--- config.mk ---
export PLATFORM = sky130hd
export DESIGN_NAME = fetch_pc_unit
export DESIGN_NICKNAME = d
export VERILOG_FILES = /design/src/rtl/fetch_pkg.sv /design/src/rtl/fetch_skid_fifo.sv /design/src/rtl/fetch_pc_unit.sv
export SDC_FILE = /design/constraint.sdc
export NUM_CORES = 1
export LEC_CHECK = 0
export ABC_AREA = 1
export CORE_MARGIN = 3
export CORE_UTILIZATION = 35
export CTS_CLUSTER_DIAMETER = 30
export CTS_CLUSTER_SIZE = 30
export DETAILED_ROUTE_END_ITERATION = 10
export HOLD_SLACK_MARGIN = 0.03
export PLACE_DENSITY = 0.58
export SETUP_SLACK_MARGIN = 0.5
export SLEW_MARGIN = 20
export SYNTH_ARGS = -nofsm -noshare
export SYNTH_HDL_FRONTEND = slang
export SYNTH_SLANG_ARGS = --single-unit
--- constraint.sdc ---
create_clock -name Clk -period 10.51 [get_ports Clk]
set_input_delay 2.102 -clock Clk [delete_from_list [all_inputs] [get_ports Clk]]
set_output_delay 2.102 -clock Clk [all_outputs]
set_load 0.05 [all_outputs]
--- src/rtl/fetch_pkg.sv ---
// Shared types and constants for the instruction-fetch stage.
// No logic: constants, the FSM state type and the buffered-entry layout.
// Entries carry the instruction word together with the PC it was fetched from.
package fetch_pkg;

    // Address/data width the entry layout is built for; the top's N must match.
    localparam int FETCH_W = 32;

    // Word-sized PC step and the mask that clears the byte offset of a target.
    localparam logic [FETCH_W-1:0] PC_INC    = 32'd4;
    localparam logic [FETCH_W-1:0] WORD_MASK = ~(PC_INC - 32'd1);

    // Skid buffer holds two fetched words.
    localparam logic [1:0] FIFO_DEPTH = 2'd2;

    typedef enum logic [1:0] {
        FETCH    = 2'd0,
        WAIT_BUF = 2'd1,
        DRAIN    = 2'd2
    } fetch_state_t;

    typedef struct packed {
        logic [FETCH_W-1:0] instr;
        logic [FETCH_W-1:0] pc;
    } fetch_entry_t;

endpackage

--- src/rtl/fetch_skid_fifo.sv ---
// Two-entry skid buffer for fetched {instr, pc} pairs; head is always visible.
// Latency: a push is visible at the head on the next cycle when the buffer was empty.
// Backpressure: count reports occupancy; pop before push lets both happen at full.
module fetch_skid_fifo
    import fetch_pkg::*;
(
    input  logic         Clk,
    input  logic         Rst_n,
    input  logic         push,
    input  fetch_entry_t push_entry,
    input  logic         pop,
    input  logic         clear,
    output logic [1:0]   count,
    output fetch_entry_t head
);

    fetch_entry_t mem_q [2];
    logic         rd_ptr;
    logic         wr_ptr;
    logic         do_pop;
    logic         do_push;

    // A pop of an empty buffer is ignored; a push at full is legal only with a pop.
    assign do_pop  = pop & (count != 2'd0);
    assign do_push = push & ((count != FIFO_DEPTH) | do_pop);

    // Storage, pointers and occupancy; clear drops everything buffered.
    always_ff @(posedge Clk) begin
        if (!Rst_n) begin
            rd_ptr <= 1'b0;
            wr_ptr <= 1'b0;
            count  <= 2'd0;
            for (int i = 0; i < 2; i++) begin
                mem_q[i] <= '0;
            end
        end else if (clear) begin
            rd_ptr <= 1'b0;
            wr_ptr <= 1'b0;
            count  <= 2'd0;
        end else begin
            if (do_push) begin
                mem_q[wr_ptr] <= push_entry;
                wr_ptr        <= ~wr_ptr;
            end
            if (do_pop) begin
                rd_ptr <= ~rd_ptr;
            end
            count <= count + {1'b0, do_push} - {1'b0, do_pop};
        end
    end

    assign head = mem_q[rd_ptr];

    // The fetch FSM never pushes into a full buffer unless the head leaves that cycle.
    a_no_overflow: assert property (@(posedge Clk) disable iff (!Rst_n)
        !(push && !pop && !clear && count == FIFO_DEPTH));

endmodule

--- src/rtl/fetch_pc_unit.sv ---
// Fetch stage: owns the PC, issues imem word requests and redirects on taken branches.
// Latency: ack at cycle t presents the instruction at t+1; 1 instr/cycle with zero-wait memory.
// Backpressure: Stall holds the head; with 2 words buffered requests stop (FETCH_MISALIGN_TRAP_EN adds a misaligned-target trap).
module fetch_pc_unit
    import fetch_pkg::*;
#(
    // Must equal FETCH_W: the buffered entry layout is fixed at that width.
    parameter int             N        = FETCH_W,
    parameter logic [N-1:0]   RESET_PC = '0
) (
    input  logic         Clk,
    input  logic         Rst_n,
    input  logic         ExValid,
    input  logic         Taken,
    input  logic [N-1:0] TargetAddr,
    input  logic         Stall,
    output logic         ImemReq,
    output logic [N-1:0] ImemAddr,
    input  logic         ImemAck,
    input  logic [N-1:0] ImemRdata,
    output logic         InstrValid,
    output logic [N-1:0] Instr,
    output logic [N-1:0] InstrPc,
    output logic         Flush
`ifdef FETCH_MISALIGN_TRAP_EN
    ,
    output logic         MisalignErr
`endif
);

    fetch_state_t state;
    logic [N-1:0] pc;
    logic [N-1:0] drain_addr;
    logic [N-1:0] target;
    logic         redirect;
    logic         ack;
    logic         push;
    logic         pop;
    logic [1:0]   count;
    logic [1:0]   cnt_after;
    logic         misalign_hit;
    logic         trapped;
    fetch_entry_t head;

    assign redirect = ExValid & Taken;
    assign Flush    = redirect;

    // Requests are dropped while in reset so memory never sees a stale request.
    assign ImemReq  = Rst_n & (state != WAIT_BUF);
    assign ImemAddr = (state == DRAIN) ? drain_addr : pc;

    // An ack without a live request is not ours.
    assign ack = ImemAck & ImemReq;

    // Only words fetched on the current path are buffered.
    assign push      = (state == FETCH) & ack & ~redirect;
    assign pop       = InstrValid & ~Stall;
    assign cnt_after = count + {1'b0, push} - {1'b0, pop};

`ifdef FETCH_MISALIGN_TRAP_EN
    assign target       = TargetAddr;
    assign misalign_hit = redirect & (TargetAddr[1:0] != 2'b00);
    assign MisalignErr  = trapped;

    // Sticky misaligned-target flag; once set the unit parks with no requests.
    always_ff @(posedge Clk) begin
        if (!Rst_n) begin
            trapped <= 1'b0;
        end else if (misalign_hit) begin
            trapped <= 1'b1;
        end
    end
`else
    // Byte offset of a redirect target is dropped; fetch is always word aligned.
    assign target       = TargetAddr & WORD_MASK;
    assign misalign_hit = 1'b0;
    assign trapped      = 1'b0;
`endif

    // PC, drain address and fetch state; a redirect overrides stall, ack and buffer state.
    always_ff @(posedge Clk) begin
        if (!Rst_n) begin
            state      <= FETCH;
            pc         <= RESET_PC;
            drain_addr <= RESET_PC;
        end else if (trapped) begin
            state <= WAIT_BUF;
        end else if (redirect) begin
            pc <= target;
            // A request left unacked at redirect must finish at its original address.
            if (state == FETCH) begin
                drain_addr <= pc;
            end
            if (misalign_hit) begin
                state <= WAIT_BUF;
            end else if (state == WAIT_BUF) begin
                state <= FETCH;
            end else begin
                state <= ack ? FETCH : DRAIN;
            end
        end else begin
            case (state)
                FETCH: begin
                    if (ack) begin
                        pc <= pc + PC_INC;
                        if (cnt_after == FIFO_DEPTH) begin
                            state <= WAIT_BUF;
                        end
                    end
                end
                WAIT_BUF: begin
                    if (pop) begin
                        state <= FETCH;
                    end
                end
                DRAIN: begin
                    // Response of the squashed path completes here and is discarded.
                    if (ack) begin
                        state <= FETCH;
                    end
                end
                default: begin
                    state <= FETCH;
                end
            endcase
        end
    end

    fetch_skid_fifo u_fifo (
        .Clk        (Clk),
        .Rst_n      (Rst_n),
        .push       (push),
        .push_entry ('{instr: ImemRdata, pc: pc}),
        .pop        (pop),
        .clear      (redirect),
        .count      (count),
        .head       (head)
    );

    assign InstrValid = (count != 2'd0);
    assign Instr      = head.instr;
    assign InstrPc    = head.pc;

endmodule

# Word-level counts from Yosys, hierarchy flattened

Memory sizes are Yosys's and may differ from the RTL's. A register that Yosys moved wholly into a read port is not among the register bits.
Cells that the tools add are included.

Flip-flop bits (word level): 70
Memory bits (writable): 128
Memories: 1
Logic and storage cells: 68

Memory list:

| name         | words | width | rd ports | clocked after memory_dff | write ports | RTL line              | source |
|---|---|---|---|---|---|---|---|
| u_fifo.mem_q | 2     | 64    | 1        | 1                        | 2           | fetch_skid_fifo.sv:17 | `fetch_entry_t mem_q [2];` |

Reductions and logical operators: 10
Bitwise gates (word level): 14
Multiplexer cells: 22
Add/sub/neg operators: 5
Equal/unequal tests: 9

Operators by type and width:

| kind                                                                     | number |
|---|---|
| 32-bit 2-to-1 mux                                                        | 4 |
| 64-bit 2-to-1 mux                                                        | 1 |
| 64-bit OR reduction                                                      | 1 |
| 32-bit by 3-bit adder with 32-bit output (second input constant)         | 1 |
| 2-bit 2-to-1 mux                                                         | 7 |
| 1-bit 2-to-1 mux                                                         | 9 |
| 3-bit inequality test (second input constant)                            | 3 |
| 1-bit AND                                                                | 8 |
| 2-bit case mux with 3 select lines                                       | 1 |
| 2-bit AND reduction                                                      | 3 |
| 2-bit nonzero test                                                       | 3 |
| 1-bit inverter                                                           | 5 |
| 2-bit by 1-bit adder with 2-bit output                                   | 2 |
| 2-bit equality test (second input constant)                              | 2 |
| 4-bit AND reduction                                                      | 1 |
| 2-bit by 1-bit subtractor with 2-bit output                              | 2 |
| 3-bit by 2-bit inequality test with 1-bit output (second input constant) | 1 |
| 2-bit by 1-bit equality test with 1-bit output (second input constant)   | 1 |
| 2-bit zero test                                                          | 1 |
| 2-bit by 1-bit inequality test with 1-bit output (second input constant) | 1 |
| 2-bit inequality test (second input constant)                            | 1 |
| 2-bit OR reduction                                                       | 1 |
| 1-bit OR                                                                 | 1 |

# Logic depth before layout (Yosys ltp)

Depth in word-level cells: 12
Depth in mapped cells: 12

# Modules after synthesis

Synthesis repeated with hierarchy kept, for this count alone.

Cell total of the unflattened synthesis: 1015
Area total of the unflattened synthesis: 9561.7 sq um

Modules (own cells, without submodules):

| module          | instances | area each (sq um) | cells each |
|---|---|---|---|
| fetch_skid_fifo | 1         | 5903.2            | 448 |
| fetch_pc_unit   | 1         | 3658.5            | 567 |

# Least setup slack after synthesis

Ideal clock, no wire load.

Path type: input to output
From: input port Rst_n
To: output port ImemReq
Slack: 5.414 ns
Arrival: 2.994 ns
Stages on the path: 3
Cell sequence: buf_2 -> inv_1 -> nor2_1

Longest elaborated chain between the ends: 1

RTL lines:

| item        | RTL line            | source |
|---|---|---|
| from (decl) | fetch_pc_unit.sv:12 | `input logic Rst_n,` |
| 1-bit AND   | fetch_pc_unit.sv:49 | `assign ImemReq = Rst_n & (state != WAIT_BUF);` |
| to (decl)   | fetch_pc_unit.sv:17 | `output logic ImemReq,` |

Every way passes these cells.

# Worst setup path in the final report

Ends and elaborated chain as after synthesis.

==> impl_metrics.tcl <==
set metrics [dict create \
    status "finished clean" \
    finalNonFillerCells 1453 \
    fmaxAchievable_mhz 150 \
    dieArea_mm2 0.0289 \
    final_antenna_net_count 0 \
    cts_buffer_depth 2 \
    crit_family "buffers and inverters" \
    busiest_layer "met2" \
    dp.final_hpwl_um 15000 \
    routed_via_density 4.70 \
    report.final.slew_viol_count 0 \
    path_cells "clkdlybuf4s50_1 > buf_4 > inv_1 > nor2_1 > clkdlybuf4s50_1" \
    grt_pass1_vias 6463 \
    power_density_mw_per_mm2 161 \
    worst-setup-path-type "input port to output pin" \
    cp_data_arrival_time_ps 4570 \
    finalCriticalPeriod_ps 6670 \
    rr_endpoint "u_fifo.mem_q[0][63]" \
    max-cap-violations 0 \
    yosysMostFrequentCell "nand2_1" \
    reg2regPathDepth 8 \
    post_cts_buffers 0 \
    worstHoldStart "u_fifo.rd_ptr" \
    drive_gt1_share_pct 15.5 \
    grt_max_degree 64 \
    met1_usage_pct 22.4 \
    p_leak_nw 4.34 \
    synth.avg_cell_area_um2 9.74 \
    cts-resized-gates 0 \
    max_stage_delay_ps 830 \
    fin_skew_ps 10.5 \
    hold_class "flop to flop" \
    rows 59 \
    core_area_mm2 0.0262 \
    synth-seq-cells 191 \
    wl_um 22700 \
    timing.final.setup_violations 0 \
    die_w_um 170 \
    start_kind "input port" \
    hold_buffers 0 \
    drtPass1Iterations 6 \
    synth_area_leaders "edfxtp_1 (40%), dfxtp_1 (14%), mux2_2 (7.4%)" \
    yosysTopAreaCell "edfxtp_1" \
    min_delay_path_depth 2 \
    setup_slack_ps 3840 \
    io_pins 169 \
    dieHeight_um 170 \
    worstMarginPinSlew_ps 1030 \
    pre_cts_ws_ps 3850 \
    cts_tree "yes" \
    wl_per_cell_um 15.6 \
    synth.top_cells.by_count "nand2_1 (158), edfxtp_1 (124), nor2_1 (123)" \
    track_usage_pct 15.7 \
    synth_warnings 0 \
    rsz0062_at_grt "no" \
    synthFlopType "edfxtp_1" \
    synth_cells 965 \
    final_nets 1180 \
    drc_errors 0 \
    ys_async_sr_fraction_pct 0 \
    htree_levels 4 \
    period_share_pct 63.5 \
    clk-insertion-delay-late_ps 430 \
    area_growth_pct 25.7 \
    drt-initial-drc-count 439 \
    synth_top_area_share_pct 39.6 \
    num_antenna_cells 0 \
    dr_total_vias 6826 \
    clkSinkCount 191 \
    cp.buffers_inverters 4 \
    ir_worst_vdd_mv 0.0757 \
    grt.met2_usage_pct 25.0 \
    syn-cell-area_mm2 0.00940 \
    slew_headroom_pct 31.2 \
    place_congestion 0.914 \
    cts_root_buffer "clkbuf_16" \
    r2r_slack_ps 7420 \
    setup.worst_path.end_class "output pin" \
    grt.met3_usage_pct 3.11 \
    crit_slowest_cell "clkdlybuf4s50_1" \
    holdWs_ps 486 \
    clk_pin_slew_ps 70 \
    synth_seq_area_share_pct 53.9 \
    synth_edf_count 124 \
    port_buffers 162 \
    numCtsBuffers 17 \
    start_util_pct 35.9 \
    fin_tns_setup_ps 0 \
    crit_required_ps 8410 \
    r2r-start "state[0]" \
    grt-ovfl-total 0 \
    finalHoldViolCount 0 \
    crit_top_cell "clkdlybuf4s50_1" \
    synthDistinctLibCells 31 \
    grt_pass1_wl_um 35400 \
    grt_antenna_before_repair 0 \
    dp.cells 1420 \
    cp_max_fo 47 \
]
-- worst max path at each step --
stage,cells past startpoint,from,endpoint
final,5,Rst_n,ImemReq
after global routing,5,Rst_n,ImemReq
after CTS,5,Rst_n,ImemReq
after detailed placement,5,Rst_n,ImemReq
after global placement,5,Rst_n,ImemReq
after floorplan,3,Rst_n,ImemReq
-- placed cells by master, fill, tap and decap left out, types with 6 or more instances in the layout --
| cell | instances |
|---|---|
| dfxtp_1 | 66 |
| nand2_1 | 155 |
| o21ai_0 | 86 |
| a21oi_1 | 58 |
| mux2_2 | 62 |
| xor2_1 | 6 |
| clkdlybuf4s50_1 | 162 |
| nor2_1 | 122 |
| inv_1 | 103 |
| edfxtp_1 | 124 |
| nand3_1 | 39 |
| clkbuf_16 | 19 |
| buf_4 | 6 |
| nor2_4 | 60 |
-- cells by family after synthesis --
logic type | synth area share, %
XOR/XNOR | 0.652
AND/OR/NAND/NOR | 21.6
buffers and inverters | 7.65
AO/OA/AOI/OAI | 8.08
other | 0.0399
multiplexers | 7.43
adder cells (fa/ha/maj) | 0.665
flip-flops | 53.9
-- flip-flops by register name, summed over array words and instances (netlist names), named ones only --
name           count
u_fifo.mem_q     124
u_fifo.rd_ptr      1
pc                30
drain_addr        30
state              2
u_fifo.wr_ptr      1
u_fifo.count       2
-- area by class of cell --
cell class	instances	area (um2)
sequential	191	5070
inverter	105	394
tap	335	419
fill	2553	14400
timing repair buffer	169	1690
multi-input combinational	621	3660
clock buffer	22	487
clock inverter	10	100
-- worst min-delay path, delay by kind of cell, from the launching register on --
family	cells	cell delay, ps
and+or+nand+nor	1	80
DFF	1	310
AOI/OAI and AO/OA	1	60
-- through the flow --
stage          total power, mW  instance area (um2)  util (%)
2_1_floorplan             1.15                 9410         -
3_3_place_gp              1.27                11200      42.8
3_5_place_dp              1.28                11200      42.8
5_1_grt                   1.98                11800      45.1
4_1_cts                   1.92                11800      45.0
6_report                  1.91                11800      45.1
-- per-layer routing --
| metal | wire length, um | up-vias |
|---|---|---|
| met2 | 10500 | 184 |
| met5 | 0 | - |
| met4 | 143 | 0 |
| li1 | - | 3454 |
| met3 | 1190 | 12 |
| met1 | 10800 | 3176 |
-- report_power, final --
part	internal (mW)	switching (mW)
clock	0.359	0.289
sequential	0.845	0.0251
combinational	0.133	0.254
Power figures use the tool's default switching activity.
